`src/rtl/comparator_search.sv`:
```
// Binary search of an unknown target through an external combinational comparator.
// Optional CMP_SEARCH_STATS_EN adds a 4-bit "steps" output counting compare cycles.
module comparator_search #(
    parameter int WIDTH = 3
) (
    input  logic             clk,
    input  logic             rst,
    input  logic             start,
    input  logic             less,
    input  logic             equal,
    input  logic             greater,
    output logic [WIDTH-1:0] probe,
    output logic             busy,
    output logic             done,
    output logic             error,
    output logic [WIDTH-1:0] result
`ifdef CMP_SEARCH_STATS_EN
    ,
    output logic [3:0]       steps
`endif
);

    typedef enum logic [1:0] {
        IDLE,
        COMPARE,
        DONE,
        ERR
    } state_t;

    localparam logic [WIDTH:0]          HI_INIT    = {1'b0, {WIDTH{1'b1}}};
    localparam logic [WIDTH-1:0]        PROBE_INIT = WIDTH'(HI_INIT >> 1);
    localparam logic signed [WIDTH+1:0] ONE        = 1;

    state_t                  state;
    state_t                  state_nxt;
    logic [WIDTH:0]          lo;
    logic [WIDTH:0]          hi;
    logic signed [WIDTH+1:0] probe_s;
    logic signed [WIDTH+1:0] lo_s_nxt;
    logic signed [WIDTH+1:0] hi_s_nxt;
    logic [WIDTH:0]          lo_nxt;
    logic [WIDTH:0]          hi_nxt;
    logic [WIDTH:0]          mid_sum;
    logic [WIDTH-1:0]        probe_nxt;
    logic                    one_hot;
    logic                    not_found;

    // Bounds are evaluated signed and one bit wider so probe-1 at zero goes negative
    // instead of wrapping, which makes the lo'>hi' test exact at both range ends.
    always_comb begin
        one_hot  = ({less, equal, greater} == 3'b100) ||
                   ({less, equal, greater} == 3'b010) ||
                   ({less, equal, greater} == 3'b001);
        probe_s  = signed'({2'b00, probe});
        lo_s_nxt = signed'({1'b0, lo});
        hi_s_nxt = signed'({1'b0, hi});
        if (greater) begin
            lo_s_nxt = probe_s + ONE;
        end
        if (less) begin
            hi_s_nxt = probe_s - ONE;
        end
        not_found = lo_s_nxt > hi_s_nxt;
        lo_nxt    = lo_s_nxt[WIDTH:0];
        hi_nxt    = hi_s_nxt[WIDTH:0];
        mid_sum   = lo_nxt + hi_nxt;
        probe_nxt = WIDTH'(mid_sum >> 1);
    end

    always_comb begin
        state_nxt = state;
        case (state)
            IDLE: begin
                if (start) begin
                    state_nxt = COMPARE;
                end
            end
            COMPARE: begin
                if (!one_hot) begin
                    state_nxt = ERR;
                end else if (equal) begin
                    state_nxt = DONE;
                end else if (not_found) begin
                    state_nxt = ERR;
                end
            end
            DONE:    state_nxt = IDLE;
            ERR:     state_nxt = IDLE;
            default: state_nxt = IDLE;
        endcase
    end

    always_ff @(posedge clk or posedge rst) begin
        if (rst) begin
            state <= IDLE;
        end else begin
            state <= state_nxt;
        end
    end

    // Probe and bounds only move on a valid, still-open step; result only on a hit.
    always_ff @(posedge clk or posedge rst) begin
        if (rst) begin
            probe  <= '0;
            result <= '0;
            lo     <= '0;
            hi     <= '0;
        end else begin
            case (state)
                IDLE: begin
                    if (start) begin
                        lo    <= '0;
                        hi    <= HI_INIT;
                        probe <= PROBE_INIT;
                    end
                end
                COMPARE: begin
                    if (one_hot && equal) begin
                        result <= probe;
                    end else if (one_hot && !not_found) begin
                        lo    <= lo_nxt;
                        hi    <= hi_nxt;
                        probe <= probe_nxt;
                    end
                end
                default: ;
            endcase
        end
    end

`ifdef CMP_SEARCH_STATS_EN
    always_ff @(posedge clk or posedge rst) begin
        if (rst) begin
            steps <= '0;
        end else if (state == IDLE && start) begin
            steps <= '0;
        end else if (state == COMPARE) begin
            steps <= steps + 4'd1;
        end
    end
`endif

    assign busy  = (state == COMPARE);
    assign done  = (state == DONE);
    assign error = (state == ERR);

endmodule

```
`config.mk`:
```
export PLATFORM = sky130hd
export DESIGN_NAME = comparator_search
export DESIGN_NICKNAME = d
export VERILOG_FILES = /design/src/rtl/comparator_search.sv
export SDC_FILE = /design/constraint.sdc
export NUM_CORES = 1
export LEC_CHECK = 0
export CORE_MARGIN = 10
export CORE_UTILIZATION = 40
export DETAILED_ROUTE_END_ITERATION = 7
export DONT_BUFFER_PORTS = 1
export SYNTH_ARGS = -nofsm -noshare
export SYNTH_HDL_FRONTEND = slang
export SYNTH_SLANG_ARGS = --single-unit
```
`constraint.sdc`:
```
create_clock -name clk -period 6.2 [get_ports clk]
set_input_delay 1.55 -clock clk [delete_from_list [all_inputs] [get_ports clk]]
set_output_delay 1.55 -clock clk [all_outputs]
set_load 0.05 [all_outputs]
```
After elaboration in Yosys (flattened, before gate mapping)
Cells that the tools add are included.

storage, ports and cells
  register bits after elaboration = 16
  output and inout bits = 9
  word-level logic and storage cells = 49

cells by class
  add/subtract/negate cells = 3
  order comparisons = 1
  equality and inequality tests = 10
  multiplexer cells = 19
  reductions and logical operators = 11

operators with widths
  cell                 count
  $mux 4               7
  $pmux 4 s2           2
  $mux 3               3
  $mux 2               4
  $pmux 2 s3           1
  $pmux 3 s2           1
  $gt 5x5->1           1
  $mux 5               1
  $add 3x1->4 const B  1
  $add 4x4->4          1
  $eq 2x2->1 const B   2
  $ne 2x2->1 const B   2
  $ne 4x3->1 const B   1
  $reduce_and 2->1     2
  $reduce_and 4->1     1
  $sub 3x1->4 const B  1
  $eq 3x1->1 const B   1
  $eq 3x2->1 const B   1
  $eq 3x3->1 const B   1
  $eq 2x1->1 const B   1
  $logic_and 1x1->1    2
  $logic_not 2->1      1
  $logic_or 1x1->1     2
  $ne 2x1->1 const B   1
  3 further kinds      3

Longest topological paths before layout
Gate-level depths: netlist (run 1).

  word-level depth = 8
  mapped depth = 12

Least setup slack after synthesis (run 1)
Ideal clock, no wire load.

  path type = input to register
  start = input less
  end = register hi[0]
  arrival time = 3.394 ns
  data required time = 6.074 ns
  slack = 2.680 ns
  stages on the path = 8
  path buffers = 1
  cells stage by stage = buf_4 o21ai_0 ha_1 nor2b_1 o21ai_0 a32oi_1 or2_1 o32a_1

on the way
  longest elaborated chain between the ends = 6
  elaborated cells between the ends (all ways) = 16

RTL lines
  what                                                        RTL line  RTL
  from (decl)                                                 9         input logic less,
  $mux 5, or another cell as far along                        60        if (less) begin
  $gt 5x5->1 / $logic_or 1x1->1 (equally long branches)       63, 51
  $logic_not 1->1 / $logic_or 1x1->1 (equally long branches)  120, 52
  $logic_and 1x1->1, on equally long branches                 120, 118
  $ne 2x1->1 (no line) / $ne 2x2->1 (equally long branches)   n/a
  $reduce_and 4->1 (no line)                                  n/a
  to (signal assigned)                                        122       hi <= hi_nxt;
  to (decl)                                                   37        logic [WIDTH:0] hi;

Several ways; a longest one is shown, not always the timed one. The select of a mux whose other input is x is not followed.
A chain may end at the register's enable or synchronous reset.

Final worst setup path (run 1)
  start = register probe[0]
  end = register lo[0]

on the way
  longest elaborated chain between the ends = 7
  elaborated cells between the ends (all ways) = 12

RTL lines
  what                                               RTL line  RTL
  from (decl)                                        12        output logic [WIDTH-1:0] probe,
  from (signal assigned)                             123       probe <= probe_nxt;
  $add 3x1->4 / $sub 3x1->4 (equally long branches)  58, 61
  $mux 4 / $mux 5 (equally long branches)            57, 60
  $gt 5x5->1                                         63        not_found = lo_s_nxt > hi_s_nxt;
  $logic_not 1->1                                    120       end else if (one_hot && !not_found) begin
  $logic_and 1x1->1                                  120
  $ne 2x1->1 (no line)                               n/a
  $reduce_and 4->1 (no line)                         n/a
  to (signal assigned)                               121       lo <= lo_nxt;
  to (decl)                                          36        logic [WIDTH:0] lo;

Several ways; a longest one is shown, not always the timed one. The select of a mux whose other input is x is not followed.

==> reports/qor.txt, run 1 <==
Status = completed
Drt pass-1 iters = 4
Hold slack = 0.496 ns
Post-Syn Area = 0.00104 mm2
Port buffer count = 0
Ports = 15
Cell area after layout = 0.00109 mm2
Slew headroom = 0.378
Vias in the first global route = 741
Congestion Overflow GR = 0
Ys async rst share = 1.00
Reg clk slew, reported paths = 0.10 ns
Root Buffer = clkbuf_4
Sequential-to-total area share from yosys stat = 0.386
Hold/Removal Path Class = flop to flop
All-Layer GR Usage = 0.0908
Hold_sp = state[1]
Crit start category = flop
Hold EP = state[0]
Cell area power density = 560 mW/mm2
Vias/cell = 5.42
Final number of setup-violating endpoints = 0
Final critical-path required period = 3.32 ns
Worst Hold Path Cells = 1
Cell row count = 18
Post-DP Area = 0.00105 mm2
Full die area = 0.00503 mm2
Largest net degree at the start of global routing = 17
Final Slew Violations = 0
Initial Util = 0.419
Yosys reg bits = 16
Reg2reg setup slack = 2.88 ns
First-pass GRT wire length = 3760 um
Core area = 0.00248 mm2
Area grow syn2layout = 4.82%
Initial antenna violation count = 0
FILL cells = 237
CP Max Fanout = 8
CTS tree = done
Clock Skews = 0.00287 ns
Syn avg cell area = 10.2 um2
Setup TNS = 0 ns
Dominant cell type by area after synthesis = dfrtp_1
CTS max path bufs = 2
Max Clk Rate = 0.301 GHz
Synthesized Nets = 118
Clock Latency Late Sink = 0.29 ns
Clock sinks = 16
Worst reg2reg path depth = 10
Reg-to-Reg End = lo[0]
LEAKAGE = 0.488 nW
Drc violations = 0
Die X = 70.9 um
CTS H-tree lvls = 1
Layout cells sized above 1 = 0.107
# Post-CTS Setup Buffers = 0
CTS Buf Count = 3
Number of synthesized flops with an enable pin = 0
CTS resizes = 0
YS warnings = 0
DRT iter0 DRCs = 27
Post-Route WL = 2130 um
Period utilization = 0.535
VDD IR max = 0.281 mV
Via count = 721
Routability-driven placement congestion ratio = 0.838
WS Path Type = flop to flop
Inserted Diodes = 0
Synth area leaders = dfrtp_1, ha_1, inv_1
Post-synth top area share = 0.386
RSZ-0062 raised after global routing = false
Routed length per placed instance = 16.0 um
Max-cap violation count = 0
Measured slew at the worst slew-check pin = 0.931 ns
Die Ht = 70.9 um
Post-DRT Antenna Nets = 0
Crit path capture type = flop
FF-to-FF Start = probe[0]
Top FF cell, synth = dfrtp_1
Number of distinct library cells after synthesis = 35
Detailed-placement wirelength estimate = 1690 um
Cts hold-fix bufs = 0
Hold violation total from the final report = 0
Nets = 120
Critical path arrival = 3.51 ns
Worst EP required = 6.39 ns
Synth Instances = 102
## worst max path at each step
stage,end,slack (ns),from,cells after the start
floorplan,hi[0],2.68,less,8
global placement,hi[1],2.64,less,7
detailed placement,hi[1],2.60,less,7
CTS,hi[1],2.85,probe[0],10
global route,hi[1],2.49,probe[0],10
finish,lo[0],2.88,probe[0],10
## area by class of cell
class | instances | area [um2] | area share
Multi-Input combinational cell | 71 | 568 | 0.522
Tap cell | 30 | 37.5 | 0.0345
Sequential cell | 16 | 400 | 0.368
Clock buffer | 4 | 36.3 | 0.0334
Inverter | 12 | 45.0 | 0.0414
## kinds of logic after synthesis
kind of cell             count (synthesis)  share of synthesized area
XOR/XNOR                                 5                     0.0422
flip-flops                              16                      0.386
adder cells (fa/ha/maj)                 10                      0.128
AND/OR/NAND/NOR                         27                      0.145
AO/OA/AOI/OAI                           25                      0.192
buffers and inverters                   15                     0.0663
multiplexers                             4                     0.0410
## cells in the mapped netlist (all sizes together) (2+ instances only)
library cell,n
dfrtp,16
inv,12
ha,9
nor2,6
o21ai,6
nand2,5
xnor2,5
a21oi,4
a22o,4
nor2b,4
buf,3
nor3,3
a21o,2
a22oi,2
a2bb2oi,2
mux2,2
mux2i,2
nor3b,2
nor4,2
## flip-flops by register name (all words and copies together) (netlist names)
register and cells:
lo 4, result 3, state 2, probe 3
hi 4
## critical path: stages, from the launching register on
cell	delay, ns
dfrtp_1	0.77
inv_1	0.22
ha_1	0.37
mux2i_1	0.25
inv_1	0.12
ha_1	0.34
nor2b_1	0.14
o21ai_0	0.08
a32oi_1	0.49
nor3_2	0.20
a22o_1	0.23
## layout by cell type, fill, tap and decap left out, types with 2 or more instances in the layout
master	count
nor4_1	2
a2bb2oi_1	2
nor3_1	2
mux2_2	2
o21ai_0	6
clkbuf_4	3
a22o_1	4
inv_1	12
xnor2_1	5
a21oi_1	3
nor2b_1	4
a22oi_1	2
mux2i_1	2
nand2_1	5
dfrtp_1	16
nor2_1	6
ha_1	9
nor3b_1	2
## metal layers
layer	global-route usage	up-vias	part of all wire
met4	0.0387	0	0.016
met2	0.140	19	0.47
li1	-	361	-
met1	0.109	337	0.44
met3	0.0363	4	0.076
met5	0	-	0
## report_power, final
group          switching, mW  internal [mW]
clock                 0.0342         0.0358
combinational          0.180          0.116
sequential             0.102          0.140
## per-stage QoR
step | power (mW) | util | setup slack [ns] | instances
6_report | 0.609 | 0.439 | 2.88 | 133
5_1_grt | 0.666 | 0.439 | 2.49 | 133
4_1_cts | 0.614 | 0.439 | 2.85 | 133
3_5_place_dp | 0.544 | 0.424 | 2.60 | 129
3_3_place_gp | 0.539 | 0.424 | 2.64 | 129
2_1_floorplan | 0.487 | - | 2.68 | 102
Power figures use the tool's default switching activity.
==> run 2: changes to the inputs <==
Clock period 6.2 ns to 3.15 ns, I/O delays scaled along.
==> run 2 against run 1 <==
  * Clock-buffer cell count stayed put
  * Design area is 3.5% higher
  * Non-clock buffer count is 5 higher
  * Flip-flop and latch count stayed put
  * Final cell count is 3.8% higher
  * Global-route usage hardly changed
  * Sequential power is 67% higher
  * Highest routed layer unchanged
  * Maximum frequency is 17% higher
  * Total power is 110% higher
  * Register-to-register slack worse by 2.6 ns
  * Utilization is 1.5 points higher
==> reports/qor.txt, run 2 (same netlist as run 1, synthesis figures left out) <==
Status = completed
Clock sinks = 16
Post-DRT Antenna Nets = 0
CTS tree = done
Largest net degree at the start of global routing = 17
CP Max Fanout = 8
Area grow syn2layout = 8.44%
Final critical-path required period = 2.84 ns
Hold violation total from the final report = 0
Post-DP Area = 0.00109 mm2
CTS Buf Count = 3
Vias in the first global route = 775
Setup TNS = 0 ns
Final number of setup-violating endpoints = 0
Inserted Diodes = 0
Via count = 757
Congestion Overflow GR = 0
Cell area power density = 1110 mW/mm2
Core area = 0.00248 mm2
Die Ht = 70.9 um
Nets = 125
Detailed-placement wirelength estimate = 1860 um
LEAKAGE = 0.512 nW
Switch share = 0.512
Clock Latency Late Sink = 0.28 ns
Routed length per placed instance = 16.6 um
Max Clk Rate = 0.352 GHz
Gate power share = 0.566
Total internal power = 0.611 mW
P_sw = 0.642 mW
Cell area after layout = 0.00112 mm2
Commonest cells after routing, fill and taps aside = dfrtp_1, inv_1, ha_1, o21ai_0, nor2_1
All-Layer GR Usage = 0.0905
Post-Route WL = 2290 um
Initial Util = 0.419
Worst EP required = 3.33 ns
Full die area = 0.00503 mm2
Crit path capture type = flop
CTS resizes = 0
Max-cap violation count = 0
Reg clk slew, reported paths = 0.10 ns
RSZ-0062 raised after global routing = false
Measured slew at the worst slew-check pin = 0.641 ns
# Post-CTS Setup Buffers = 0
Port buffer count = 0
Routability-driven placement congestion ratio = 0.844
Period utilization = 0.903
Final Slew Violations = 0
Clock network power share = 0.111
Vias/cell = 5.49
Slew headroom = 0.572
DRT iter0 DRCs = 30
CTS H-tree lvls = 1
Leading cell type in the layout, fill and taps excluded = dfrtp_1
First-pass GRT wire length = 3770 um
CTS max path bufs = 2
WS Path Type = flop to flop
Critical path arrival = 3.02 ns
Layout cells sized above 1 = 0.148
Sequential share of power = 0.323
Initial antenna violation count = 0
VDD IR max = 0.533 mV
Largest regs = hi (4), lo (4)
Crit start category = flop
Ports = 15
Hold/Removal Path Class = input port to asynchronous set/reset pin
Worst reg2reg path depth = 10
Drc violations = 0
Drt pass-1 iters = 4
Cell row count = 18
Final total power = 1.25 mW
Hold slack = 0.461 ns
Clock Skews = 0.00221 ns
Die X = 70.9 um
Final core occ = 0.454
Cts hold-fix bufs = 0
Root Buffer = clkbuf_4
## run 2: cell count changes in the layout (fill, tap and decap cells not counted), sizes merged
cell  before  now
buf        0    5
## run 2: area by class of cell
class                           instances  area (um2)
Timing Repair Buffer                    5        37.5
Inverter                               12        45.0
Tap cell                               30        37.5
Fill cell                             250        1350
Sequential cell                        16         400
Multi-Input combinational cell         71         568
Clock buffer                            4        36.3
## run 2: metrics by stage
stage | setup WS [ns] | instances
2_1_floorplan | 0.204 | 102
3_3_place_gp | 0.326 | 134
3_5_place_dp | 0.262 | 134
4_1_cts | 0.263 | 138
5_1_grt | 0.0247 | 138
6_report | 0.306 | 138
## run 2: worst max-delay path, stage by stage, from the launching register on
cell and delay, ns:
dfrtp_1 0.39, buf_4 0.20, ha_1 0.22, xnor2_1 0.12, a21oi_1 0.31, ha_1 0.30, nor2b_1 0.16, o21ai_0 0.11
a32oi_1 0.48, nor3_2 0.20, a22o_1 0.23
## run 2: layer usage
| layer | up-vias | share of wire | GRT usage |
|---|---|---|---|
| met4 | 0 | 0.0074 | 0.0301 |
| met5 | - | 0 | 0 |
| li1 | 368 | - | - |
| met3 | 2 | 0.062 | 0.0349 |
| met2 | 13 | 0.45 | 0.143 |
| met1 | 374 | 0.48 | 0.109 |
## run 2: power groups by stage
stage / clock network, mW / logic (mW) / registers [mW]
after CTS: 0.142 / 0.714 / 0.406
final: 0.139 / 0.708 / 0.405
after detailed placement: 0 / 0.711 / 0.410
after global routing: 0.149 / 0.779 / 0.420
after floorplan: 0 / 0.505 / 0.453
after global placement: 0 / 0.701 / 0.408
## run 2: final timing paths
kind | from | slack [ns] | end
setup reg to reg | probe[0] | 0.31 | lo[1]
setup / recovery | probe[0] | 0.31 | lo[1]
min in group clk | state[1] | 0.49 | state[0]
hold / removal | rst | 0.46 | result[2]
hold reg to reg | state[1] | 0.49 | state[0]
max in group asynchronous | rst | 2.28 | hi[1]
==> run 3: changes to the inputs <==
Settings changed: SKIP_LAST_GASP set to 1.
==> results of run 3 <==
The final DEF is identical to that of run 2; final timing and power are the same.
